[src/rtl/bus_source_encoder.sv]
// rtl/bus_source_encoder.sv - one-hot bus request to registered 5-bit mux select with hold timeout
// Optional feature: ROUND_ROBIN_EN selects circular arbitration instead of fixed lowest-index priority.
module bus_source_encoder #(
  parameter int NUM_SRC   = 24,
  parameter int SEL_W     = 5,
  parameter int IDLE_CODE = 24,
  parameter int MAX_HOLD  = 16
) (
  input  logic               clock,
  input  logic               clear_n,
  input  logic [NUM_SRC-1:0] req,
  input  logic               err_clr,
  output logic [SEL_W-1:0]   select,
  output logic [NUM_SRC-1:0] grant,
  output logic               bus_valid,
  output logic               conflict,
  output logic               timeout
);

  typedef enum logic {S_IDLE, S_OWN} state_t;

  localparam logic [NUM_SRC-1:0] ONE      = NUM_SRC'(1);
  localparam logic [SEL_W-1:0]   IDLE_SEL = SEL_W'(IDLE_CODE);
  localparam logic [7:0]         HOLD_MAX = 8'(MAX_HOLD);

  state_t             r_state, w_state_nxt;
  logic [SEL_W-1:0]   r_select, w_select_nxt;
  logic [NUM_SRC-1:0] r_grant, w_grant_nxt;
  logic               r_valid, w_valid_nxt;
  logic [7:0]         r_cnt, w_cnt_nxt;
  logic [NUM_SRC-1:0] r_mask, w_mask_nxt;
  logic               r_conflict, r_timeout;

  logic [NUM_SRC-1:0] w_elig;
  logic               w_multi;
  logic               w_found;
  logic [SEL_W-1:0]   w_win;
  logic [SEL_W-1:0]   w_idx;
  logic               w_to;

  assign w_elig  = req & ~r_mask;
  assign w_multi = |(req & (req - ONE));

`ifdef ROUND_ROBIN_EN
  logic [SEL_W-1:0] r_last;

  always_comb begin
    w_found = 1'b0;
    w_win   = '0;
    w_idx   = '0;
    for (int k = 0; k < NUM_SRC; k++) begin
      w_idx = SEL_W'((int'(r_last) + 1 + k) % NUM_SRC);
      if (!w_found && w_elig[w_idx]) begin
        w_found = 1'b1;
        w_win   = w_idx;
      end
    end
  end

  always_ff @(posedge clock or negedge clear_n) begin
    if (!clear_n)
      r_last <= SEL_W'(NUM_SRC - 1);
    else if (r_state == S_IDLE && w_found)
      r_last <= w_win;
  end
`else
  always_comb begin
    w_found = 1'b0;
    w_win   = '0;
    w_idx   = '0;
    for (int k = 0; k < NUM_SRC; k++) begin
      w_idx = SEL_W'(k);
      if (!w_found && w_elig[w_idx]) begin
        w_found = 1'b1;
        w_win   = w_idx;
      end
    end
  end
`endif

  always_comb begin
    w_state_nxt  = r_state;
    w_select_nxt = r_select;
    w_grant_nxt  = r_grant;
    w_valid_nxt  = r_valid;
    w_cnt_nxt    = r_cnt;
    w_to         = 1'b0;
    case (r_state)
      S_IDLE: begin
        if (w_found) begin
          w_state_nxt  = S_OWN;
          w_select_nxt = w_win;
          w_grant_nxt  = ONE << w_win;
          w_valid_nxt  = 1'b1;
          w_cnt_nxt    = 8'd1;
        end
      end
      S_OWN: begin
        // Any release returns to IDLE, which forces a one-cycle gap before the next owner.
        if (!req[r_select] || r_cnt == HOLD_MAX) begin
          w_to         = req[r_select];
          w_state_nxt  = S_IDLE;
          w_select_nxt = IDLE_SEL;
          w_grant_nxt  = '0;
          w_valid_nxt  = 1'b0;
          w_cnt_nxt    = 8'd0;
        end else begin
          w_cnt_nxt = r_cnt + 8'd1;
        end
      end
      default: w_state_nxt = S_IDLE;
    endcase
    w_mask_nxt = (r_mask & req) | (w_to ? (ONE << r_select) : '0);
  end

  always_ff @(posedge clock or negedge clear_n) begin
    if (!clear_n) begin
      r_state    <= S_IDLE;
      r_select   <= IDLE_SEL;
      r_grant    <= '0;
      r_valid    <= 1'b0;
      r_cnt      <= 8'd0;
      r_mask     <= '0;
      r_conflict <= 1'b0;
      r_timeout  <= 1'b0;
    end else begin
      r_state    <= w_state_nxt;
      r_select   <= w_select_nxt;
      r_grant    <= w_grant_nxt;
      r_valid    <= w_valid_nxt;
      r_cnt      <= w_cnt_nxt;
      r_mask     <= w_mask_nxt;
      r_conflict <= w_multi | (r_conflict & ~err_clr);
      r_timeout  <= w_to | (r_timeout & ~err_clr);
    end
  end

  assign select    = r_select;
  assign grant     = r_grant;
  assign bus_valid = r_valid;
  assign conflict  = r_conflict;
  assign timeout   = r_timeout;

endmodule

[config.mk]
export PLATFORM = sky130hd
export DESIGN_NAME = bus_source_encoder
export DESIGN_NICKNAME = d
export VERILOG_FILES = /design/src/rtl/bus_source_encoder.sv
export SDC_FILE = /design/constraint.sdc
export NUM_CORES = 1
export LEC_CHECK = 0
export CORE_MARGIN = 2
export CORE_UTILIZATION = 25
export DETAILED_ROUTE_END_ITERATION = 6
export PLACE_DENSITY_LB_ADDON = 0.15
export REMOVE_ABC_BUFFERS = 1
export SLEW_MARGIN = 20
export SYNTH_ARGS = -nofsm -noshare
export SYNTH_HDL_FRONTEND = slang
export SYNTH_SLANG_ARGS = --single-unit
[constraint.sdc]
create_clock -name clock -period 5.25 [get_ports clock]
set_input_delay 1.05 -clock clock [delete_from_list [all_inputs] [get_ports clock]]
set_output_delay 1.05 -clock clock [all_outputs]
set_load 0.1 [all_outputs]
# ---- Word-level counts from Yosys, hierarchy flattened
# Index checks and enable logic that the tools add are counted.
dict set report word_totals {
  reg_bits 65
  inputBits 27
  wordCells 144
}
dict set report classes {
  n_eq_ne 3
  magnitude_cmp 1
  n_mux 67
  n_reduce_logical 50
  bitwise_logic 11
  n_addsub 2
  shift 2
}
# op n
set op_table {}
lappend op_table {{$mux 5} 24}
lappend op_table {{$and 24x24->24} 3}
lappend op_table {{$mux 24} 3}
lappend op_table {{$pmux 24 s2} 1}
lappend op_table {{$shl 1x5->24 const A} 2}
lappend op_table {{$mux 1} 32}
lappend op_table {{$logic_not 1->1} 24}
lappend op_table {{$not 24->24} 1}
lappend op_table {{$or 24x24->24} 1}
lappend op_table {{$reduce_or 24->1} 1}
lappend op_table {{$sub 24x1->24 const B} 1}
lappend op_table {{$logic_and 1x1->1} 23}
lappend op_table {{$mux 8} 2}
lappend op_table {{$pmux 8 s2} 1}
lappend op_table {{$pmux 5 s2} 1}
lappend op_table {{$add 8x1->8 const B} 1}
lappend op_table {{$eq 8x5->1 const B} 1}
lappend op_table {{$lt 5x6->1 const B} 1}
lappend op_table {{$bmux 1 s5} 1}
lappend op_table {{$pmux 1 s2} 2}
lappend op_table {{$and 1x1->1} 2}
lappend op_table {{$ne 2x1->1 const B} 1}
lappend op_table {{$ne 2x2->1 const B} 1}
lappend op_table {{$not 1->1} 2}
lappend op_table {{other kinds (3)} 4}

# ---- Depth between registers and ports, before layout
# Gate-level depths: netlist of the first run.
dict set report logic_depth {
  word_depth 75
  mapped_depth 9
  mapped_depth_nobuf 8
}

# ---- Worst setup path before layout of the first run
# OpenSTA, ideal clock, no wires.
dict set report synth_path {
  kind {input to register}
  start {in req[14]}
  end {reg r_conflict, in the netlist conflict}
  required_time_ns 5.109
  path_buffers 0
  arrival_ns 2.858
  cell_stages 6
  setup_ns 0.141
  slack_ns 2.251
  cell_sequence {or4_1 > or3_1 > or3_1 > maj3_2 > o41ai_2 > nand4_1}
}
dict set report synth_via {
  elab_chain_len 4
}
# element line_no
set synth_rtl {}
lappend synth_rtl {{start: declaration} 11} ;# input logic [NUM_SRC-1:0] req,
lappend synth_rtl {{$sub 24x1->24} 42} ;# assign w_multi = |(req & (req - ONE));
lappend synth_rtl {{$and 24x24->24 (*)} 42}
lappend synth_rtl {{$reduce_or 24->1 (*)} 42}
lappend synth_rtl {{$or 1x1->1 (*)} 133} ;# r_conflict <= w_multi | (r_conflict & ~err_clr);
lappend synth_rtl {{end signal: assignment} 133}
lappend synth_rtl {{end: declaration} 32} ;# logic r_conflict, r_timeout;
# Every way passes the cells marked *; elsewhere a longest branch is shown, timed or not.
# A chain may end at the register's enable or synchronous reset.

# ---- Worst setup path in the final report of the first run
dict set report layout_path {
  start {in req[13]}
  end {reg r_grant[15], in the netlist grant[15]}
}
dict set report layout_via {
  elab_chain_len 36
  word_cells_on_any_way 54
  classes_between {eq/ne (2); shift (1); mux (26); bitwise (1); reduce/logical (24)}
}
# element line_no
set layout_rtl {}
lappend layout_rtl {{$and 24x24->24} 41} ;# assign w_elig = req & ~r_mask;
lappend layout_rtl {{$logic_and 1x1->1} 73} ;# if (!w_found && w_elig[w_idx]) begin
lappend layout_rtl {{$mux 1} 73}
lappend layout_rtl {{$logic_not 1->1} 73}
lappend layout_rtl {{$logic_and 1x1->1} 73}
lappend layout_rtl {{$mux 1} 73}
lappend layout_rtl {{$logic_not 1->1} 73}
lappend layout_rtl {{$logic_and 1x1->1} 73}
lappend layout_rtl {{[20 not listed]} n/a}
lappend layout_rtl {{$logic_and 1x1->1} 73}
lappend layout_rtl {{$mux 1} 73}
lappend layout_rtl {{$logic_not 1->1} 73}
lappend layout_rtl {{$logic_and 1x1->1} 73}
lappend layout_rtl {{$mux 5} 73}
lappend layout_rtl {{$shl 1x5->24} 93} ;# w_grant_nxt = ONE << w_win;
lappend layout_rtl {{$mux 24} 90} ;# if (w_found) begin
lappend layout_rtl {{$pmux 24 s2} 88} ;# case (r_state)
lappend layout_rtl {{end signal: assignment} 129} ;# r_grant <= w_grant_nxt;
lappend layout_rtl {{end: declaration} 28} ;# logic [NUM_SRC-1:0] r_grant, w_grant_nxt;
# Parallel ways exist; a longest one is shown, timed or not. The select of a mux whose other input is x is not followed.

==> results.json, run 1 <==
{
  "status": "completed",
  "cap_violations": 0,
  "worst-setup-path-type": "primary input to flop",
  "area_delta_synth_final_pct": 28.56,
  "first_pass_iters": 5,
  "synthArstFlopShare_pct": 100.0,
  "fin_cells": 667,
  "layout_common_cells": "dfrtp_1 (63), clkdlybuf4s50_1 (57), nand2_1 (50)",
  "clk_pin_slew_ps": 60,
  "postLayoutCellArea_mm2": 0.004911,
  "cts_buffer_depth": 2,
  "skew_ps": 7.303,
  "placed_area_mm2": 0.004588,
  "overflow": 0,
  "ys_warn_count": 0,
  "pre_cts_ws_ps": 1283,
  "track_usage_pct": 15.36,
  "die_w_um": 127.6,
  "ys_seq_area_share_pct": 42.65,
  "cts_hold_buf": 0,
  "cp-end-kind": "flop",
  "port_buffers": 58,
  "syn_area_mm2": 0.003820,
  "wl_um": 11930,
  "setup_viol": 0,
  "cts_resized": 0,
  "hold-path-cell-count": 2,
  "die_area_mm2": 0.01628,
  "ys.flop_type": "dfrtp_1",
  "final_common_cell": "dfrtp_1",
  "grt_pass1_wl_um": 19250,
  "clkPwrFrac_pct": 32.1,
  "holdCritPathClass": "flop to flop",
  "slew_headroom_pct": 35.03,
  "fmax_mhz": 277.5,
  "met3_usage_pct": 3.141,
  "synth_edf_count": 0,
  "nNetsFinal": 503,
  "io_pins": 59,
  "antenna_found_initial": 0,
  "swShare_pct": 41.41,
  "floorplan.initialDensity_pct": 25.32,
  "rows": 45,
  "dieHeight_um": 127.6,
  "use_met1_pct": 21.88,
  "cts_setup_buffers": 0,
  "ys_types": 64,
  "p_leak_nw": 1.857,
  "combinationalPowerShare_pct": 36.5,
  "finalPower_mw": 2.054,
  "route.antenna.remaining_nets": 0,
  "cts_tree": "done",
  "period_share_pct": 68.64,
  "r2r_end": "grant[15]",
  "diodes": 0,
  "rsz0062_at_grt": "false",
  "required_ps": 5480,
  "grt_max_degree": 40,
  "worst_pin_slew_ps": 971.5,
  "ys_seq_elements": 65,
  "dp.cells": 651,
  "vias": 3453,
  "vias_per_cell": 5.177,
  "powerDensity_mw_per_mm2": 418.2,
  "post_drt_wl_per_cell_um": 17.89,
  "insertion_delay_ps": 340,
  "htreeDepth": 3,
  "grt_pass1_vias": 3394,
  "clkSinkCount": 65,
  "cp_data_arrival_time_ps": 3840,
  "drt_iter0_markers": 281,
  "grtUsageMet2_pct": 22.81,
  "setup_slack_ps": 1646,
  "grt.busiest_layer": "met2",
  "fin_tns_setup_ps": 0,
  "min-delay-start": "r_mask[18]",
  "dp_hpwl_um": 8717,
  "r2r_slack_ps": 2340,
  "hold_viol": 0,
  "cts_made_buffers": 9,
  "drive_gt1_share_pct": 9.812,
  "root_buffer": "clkbuf_16",
  "coreArea_mm2": 0.01509,
  "r2r-start": "select[1]",
  "hold_end": "r_mask[18]",
  "crit_path_max_fanout": 19,
  "min_period_ps": 3604,
  "power_frac_seq_pct": 31.3,
  "place_congestion": 0.8008,
  "slew_viol_final": 0,
  "finish.utilization_pct": 32.55,
  "worstSetupStartpointType": "primary input",
  "avgSynthCellArea_um2": 9.160,
  "syn_inst": 417,
  "hold-worst-slack_ps": 480.9,
  "drc": 0,
  "p_int_mw": 1.203,
  "reg2reg_depth": 8,
  "ir_drop_mv": 0.1542,
  "p_switching_uw": 850.6
}
[area by class of cell]
class	count	area [um^2]
fillers	1585	10180
multi-input cells	309	2021
flip-flops and latches	65	1629
repair buffers	61	598.1
clock buffers	11	242.7
well taps	188	235.2
inverters	28	105.1
clock inverters	5	80.08
[cells in the mapped netlist, types with 4 or more instances]
master,count,area (um^2)
nand3_1,15,75.07
o22ai_1,6,37.54
nor2b_1,16,100.1
nand4_1,8,50.05
nor2_1,15,56.30
o32ai_1,17,148.9
o22a_1,5,43.79
o211ai_1,7,52.55
nor3_1,6,30.03
nand2b_1,21,131.4
o31ai_1,10,75.07
o21ai_1,4,20.02
dfrtp_1,63,1577
or3_1,5,31.28
clkbuf_1,8,30.03
inv_1,28,105.1
buf_2,7,35.03
o21ai_0,37,185.2
maj3_1,4,40.04
and3_1,4,25.02
a21oi_1,7,35.03
nand2_1,50,187.7
mux2_2,7,78.83
and2_1,5,31.28
[state kept, by name, indices dropped and copies added (netlist names)]
signal and cells:
grant 24, r_mask 24, r_cnt 8, select 5, bus_valid 1, conflict 1, r_state 1, timeout 1
[how the worst max path moves through the flow]
stage / start / end / slack (ps) / cells after the start
after floorplan: select[1] / grant[0] / 1570 / 6
after global routing: req[12] / grant[7] / 1340 / 8
after CTS: req[13] / grant[12] / 1640 / 8
after global placement: req[12] / grant[7] / 1400 / 8
after detailed placement: req[13] / grant[7] / 1280 / 8
final: req[13] / grant[15] / 1650 / 8
[cell families after synthesis]
logic type / after synthesis / share of synthesized area [%]
flops: 65 / 42.65
simple gates: 168 / 24.24
mux: 9 / 3.243
buf+inv: 43 / 4.455
compound gates: 125 / 23.42
fa+ha+maj: 7 / 1.998
[power by group through the flow]
stage,registers [mW],logic [mW],clock network [mW]
after global routing,0.651,0.809,0.698
after floorplan,0.823,0.320,0
after global placement,0.653,0.748,0
after detailed placement,0.654,0.749,0
final,0.643,0.751,0.660
after CTS,0.645,0.754,0.676
[routing by layer]
metal	share of wire, %	routed length (um)	up-vias
met3	4.7	556	14
met1	49	5903	1680
met2	44	5270	83
li1	-	-	1676
met4	1.7	204	0
met5	0	0	-
[worst max-delay path, stage by stage]
cell	delay, ps
clkdlybuf4s50_1	500
nor2b_4	180
or4_4	580
nor4_2	460
a21o_1	520
o21ai_1	160
buf_4	240
o32ai_1	140
No activity file was read; power rests on OpenSTA's default activity.
==> run 2: changes to the inputs <==
clock period = 3.8 ns   (was 5.25 ns; I/O delays follow)
==> run 2 against run 1 <==
Design area is 1.8% higher; global-route usage hardly changed; setup slack worse by 960 ps; clock skew is 2.5 ps higher; via count is 2.6% higher; largest power group unchanged; clock power is 28% higher; critical endpoint is now grant[16]; clock-buffer cell count is 1 lower; critical path type unchanged; first-iteration DRC count is 11% lower; register-to-register slack worse by 1600 ps; total power is 36% higher.
==> results.json, run 2 (synthesized netlist as in run 1, its figures left out) <==
{
  "status": "completed",
  "slew_viol_final": 0,
  "route.antenna.remaining_nets": 0,
  "combinationalPowerShare_pct": 37.7,
  "place_congestion": 0.8169,
  "layout_common_cells": "dfrtp_1 (63), clkdlybuf4s50_1 (54), nand2_1 (50)",
  "die_w_um": 127.6,
  "path_buf_inv": 1,
  "clk_pin_slew_ps": 60,
  "coreArea_mm2": 0.01509,
  "rsz0062_at_grt": "false",
  "grt_pass1_vias": 3423,
  "swShare_pct": 42.76,
  "cts_resized": 0,
  "finish.utilization_pct": 33.14,
  "port_buffers": 58,
  "slew_headroom_pct": 34.32,
  "insertion_delay_ps": 350,
  "root_buffer": "clkbuf_16",
  "worst_pin_slew_ps": 982.2,
  "min_period_ps": 3112,
  "area_delta_synth_final_pct": 30.92,
  "multi_input_area_mm2": 0.002021,
  "cts_made_buffers": 9,
  "seq_area_mm2": 0.001629,
  "post_drt_wl_per_cell_um": 17.81,
  "wl_um": 12160,
  "hold_viol": 0,
  "path_common_cell": "or4_4",
  "diodes": 0,
  "drc": 0,
  "p_leak_nw": 1.933,
  "grt_max_degree": 44,
  "track_usage_pct": 15.34,
  "cts_setup_buffers": 0,
  "clkPwrFrac_pct": 30.3,
  "critPathSlowestCell": "or4_4",
  "vias": 3542,
  "holdCritPathClass": "primary input to async pin",
  "drive_gt1_share_pct": 13.33,
  "p_int_mw": 1.597,
  "p_switching_mw": 1.193,
  "drt_iter0_markers": 249,
  "setup_viol": 0,
  "cts_buffer_depth": 2,
  "cp-end-kind": "flop",
  "period_share_pct": 81.88,
  "power_frac_seq_pct": 32.0,
  "cts_hold_buf": 0,
  "cap_violations": 0,
  "ir_drop_mv": 0.2434,
  "dp_hpwl_um": 9038,
  "worst-setup-path-type": "primary input to flop",
  "die_area_mm2": 0.01628,
  "final_common_cell": "dfrtp_1",
  "powerDensity_mw_per_mm2": 557.8,
  "cts_tree": "done",
  "floorplan.initialDensity_pct": 25.32,
  "antenna_found_initial": 0,
  "io_pins": 59,
  "cp_data_arrival_time_ps": 3370,
  "worstSetupStartpointType": "primary input",
  "nNetsFinal": 519,
  "grt_pass1_wl_um": 18940,
  "critPathMaxStageDelay_ps": 560,
  "path_delay_family": "simple AND/OR/NAND/NOR gates",
  "skew_ps": 9.824,
  "first_pass_iters": 4,
  "overflow": 0,
  "fin_tns_setup_ps": 0,
  "required_ps": 4050,
  "dieHeight_um": 127.6,
  "htreeDepth": 3,
  "crit_path_max_fanout": 6,
  "vias_per_cell": 5.186,
  "rows": 45,
  "clkSinkCount": 65,
  "crit_chain": "clkdlybuf4s50_1 > nor2b_1 > or4_4 > or4_4 > nor3_4 > nand4_1 > o32ai_2",
  "fmax_mhz": 321.4,
  "fill_cells": 1601
}
==> run 2: power groups by stage <==
stage | Combinational, mW | Clock, mW | Sequential, mW
2_1_floorplan | 0.442 | 0 | 1.14
3_3_place_gp | 1.05 | 0 | 0.907
3_5_place_dp | 1.05 | 0 | 0.908
4_1_cts | 1.06 | 0.868 | 0.897
5_1_grt | 1.12 | 0.894 | 0.906
6_report | 1.05 | 0.846 | 0.892
==> run 2: final timing paths <==
path / from / endpoint / slack, ps / cells past startpoint
min in group clock: r_mask[17] / r_mask[17] / 490 / 2
hold / removal: clear_n / timeout / 420 / 1
max in group asynchronous: clear_n / select[3] / 2690 / 2
setup reg to reg: select[1] / grant[6] / 770 / 7
hold reg to reg: r_mask[17] / r_mask[17] / 490 / 2
setup / recovery: req[12] / grant[16] / 690 / 7
==> run 2: final cells by class <==
class	instances	share of cell area, %
Clock buffer	10	4.578
Clock inverter	6	1.376
Inverter	28	2.102
Multi-Input combinational cell	309	40.41
Sequential cell	65	32.57
Tap cell	188	4.704
Timing Repair Buffer	77	14.26
==> run 2: worst register-to-register path: stages (launching register included) <==
cell	delay, ps
dfrtp_1	840
mux2_2	420
a221o_1	300
o221ai_1	390
a21oi_1	310
o21ai_1	200
buf_4	270
o32ai_1	150
==> run 2: routing by layer <==
| layer | track usage [%] | part of all wire, % | vias up |
|---|---|---|---|
| li1 | - | - | 1718 |
| met1 | 21.18 | 47 | 1720 |
| met2 | 24.13 | 47 | 94 |
| met3 | 2.554 | 5.3 | 10 |
| met4 | 5.882 | 1.4 | 0 |
| met5 | 0 | 0 | - |
==> run 2: per-stage QoR <==
step | area, um^2 | setup WS (ps) | std cells | hold slack [ps] | total power, mW
CTS | 4999 | 668.1 | 683 | 488.5 | 2.820
global placement | 4701 | 326.5 | 667 | 464.2 | 1.957
floorplan | 3755 | 121.9 | 402 | 443.7 | 1.580
finish | 5001 | 688.4 | 683 | 423.8 | 2.789
detailed placement | 4701 | 290.5 | 667 | 474.7 | 1.962
global route | 5001 | 535.6 | 683 | 472.9 | 2.924
==> run 3: changes to the inputs <==
clock period = 2.99 ns   (was 3.8 ns; I/O delays follow)
==> run 3 against run 2 <==
Clock power is 28% higher; critical path depth stayed put; combinational power is 47% higher; utilization is 2.2 points higher; first-iteration DRC count is 18% lower; critical endpoint is now conflict.
==> results.json, run 3 (synthesized netlist as in run 1, its figures left out) <==
{
  "cap_violations": 0,
  "critPathSlowestCell": "or4_1",
  "crit_path_max_fanout": 4,
  "cts_hold_buf": 0,
  "first_pass_iters": 4,
  "combinationalPowerShare_pct": 41.2,
  "fin_cells": 732,
  "setup_viol": 0,
  "status": "completed",
  "grt_pass1_vias": 3750,
  "required_ps": 3190,
  "clk_pin_slew_ps": 60,
  "dp_hpwl_um": 9491,
  "drt_iter0_markers": 203,
  "p_switching_mw": 1.562,
  "worstSetupStartpointType": "primary input",
  "dp.cells": 716,
  "coreArea_mm2": 0.01509,
  "final_common_cell": "buf_4",
  "grt_pass1_wl_um": 20530,
  "drive_gt1_share_pct": 26.65,
  "route.antenna.remaining_nets": 0,
  "die_area_mm2": 0.01628,
  "track_usage_pct": 16.40,
  "cts_tree": "done",
  "area_delta_synth_final_pct": 39.70,
  "cts_made_buffers": 9,
  "drc": 0,
  "p_leak_nw": 2.231,
  "power_frac_seq_pct": 29.8,
  "period_share_pct": 93.48,
  "fmax_mhz": 357.8,
  "ir_drop_mv": 0.3996,
  "insertion_delay_ps": 340,
  "skew_ps": 4.349,
  "slew_headroom_pct": 53.58,
  "diodes": 0,
  "hold_viol": 0,
  "place_congestion": 0.7930,
  "root_buffer": "clkbuf_16",
  "layout_common_cells": "buf_4 (97), dfrtp_1 (63), nand2_1 (50)",
  "hold-worst-slack_ps": 304.6,
  "p_int_mw": 2.169,
  "slew_viol_final": 0,
  "port_buffers": 58,
  "htreeDepth": 3,
  "vias": 3675,
  "post_drt_wl_per_cell_um": 17.20,
  "cts_buffer_depth": 2,
  "critPathMaxStageDelay_ps": 560,
  "crit_chain": "clkdlybuf4s50_1 > or4_1 > or3_1 > or3_1 > maj3_2 > o41ai_2 > nand4_1",
  "die_w_um": 127.6,
  "cts_setup_buffers": 0,
  "overflow": 0,
  "holdCritPathClass": "primary input to async pin",
  "worst-setup-path-type": "primary input to flop",
  "swShare_pct": 41.87,
  "nNetsFinal": 568,
  "fin_tns_setup_ps": 0,
  "path_common_cell": "or3_1",
  "rows": 45,
  "grt_max_degree": 41,
  "cp-end-kind": "flop",
  "finish.utilization_pct": 35.36,
  "rsz0062_at_grt": "false",
  "floorplan.initialDensity_pct": 25.32,
  "io_pins": 59,
  "antenna_found_initial": 0,
  "wl_um": 12590,
  "dieHeight_um": 127.6,
  "vias_per_cell": 5.020,
  "clkPwrFrac_pct": 29.0,
  "cts_resized": 0,
  "powerDensity_mw_per_mm2": 699.2,
  "min_period_ps": 2795,
  "fill_cells": 1575,
  "finalPower_mw": 3.731,
  "clkSinkCount": 65,
  "worst_pin_slew_ps": 696.3,
  "cp_data_arrival_time_ps": 2990
}
[run 3: cell types whose count changed in the layout (fill, tap and decap cells not counted), sizes merged]
| cell | previous run | this run |
|---|---|---|
| clkdlybuf4s50 | 54 | 25 |
| inv | 28 | 29 |
| clkinv | 4 | 2 |
| buf | 23 | 101 |
| clkinvlp | 1 | 2 |
[run 3: layout make-up]
type | instances | area [um^2] | area share, %
Inverter | 28 | 105.1 | 1.970
Clock buffer | 10 | 229.0 | 4.291
Sequential cell | 65 | 1629 | 30.53
Tap cell | 188 | 235.2 | 4.408
Timing Repair Buffer | 126 | 1044 | 19.55
Multi-Input combinational cell | 309 | 2027 | 37.98
Clock inverter | 6 | 67.56 | 1.266
[run 3: final timing paths]
path,slack (ps),start,cells after the start,endpoint
min in group clock,480,r_mask[3],2,r_mask[3]
max in group asynchronous,1970,clear_n,2,select[3]
worst min register to register,480,r_mask[3],2,r_mask[3]
worst min-delay path,300,clear_n,1,r_mask[21]
worst max-delay path,190,req[14],7,conflict
worst max register to register,410,select[1],7,select[4]
[run 3: worst max-delay path, delay by kind of cell]
kind	cells	cell delay, ps
AO/OA/AOI/OAI	1	220
AND/OR/NAND/NOR	4	1380
buffers and inverters	1	480
adder cells (fa/ha/maj)	1	320
[run 3: layer usage]
layer	share of wire, %	GRT usage (%)	vias up
met5	0	0	-
li1	-	-	1800
met1	49	23.24	1785
met2	45	25.48	83
met4	0.89	3.878	0
met3	4.3	3.727	7
[run 3: power groups by stage]
stage / logic, mW / registers (mW) / clock network [mW]
after floorplan: 0.562 / 1.45 / 0
after global placement: 1.54 / 1.13 / 0
after detailed placement: 1.55 / 1.13 / 0
after CTS: 1.55 / 1.12 / 1.10
after global routing: 1.66 / 1.13 / 1.15
final: 1.54 / 1.11 / 1.08
[run 3: stage by stage]
stage / area, um^2 / setup WS [ps]
after global routing: 5336 / 68.65
after detailed placement: 5034 / -168.0
after CTS: 5330 / 172.2
after floorplan: 3755 / -688.1
after global placement: 5034 / -165.7
final: 5336 / 194.9
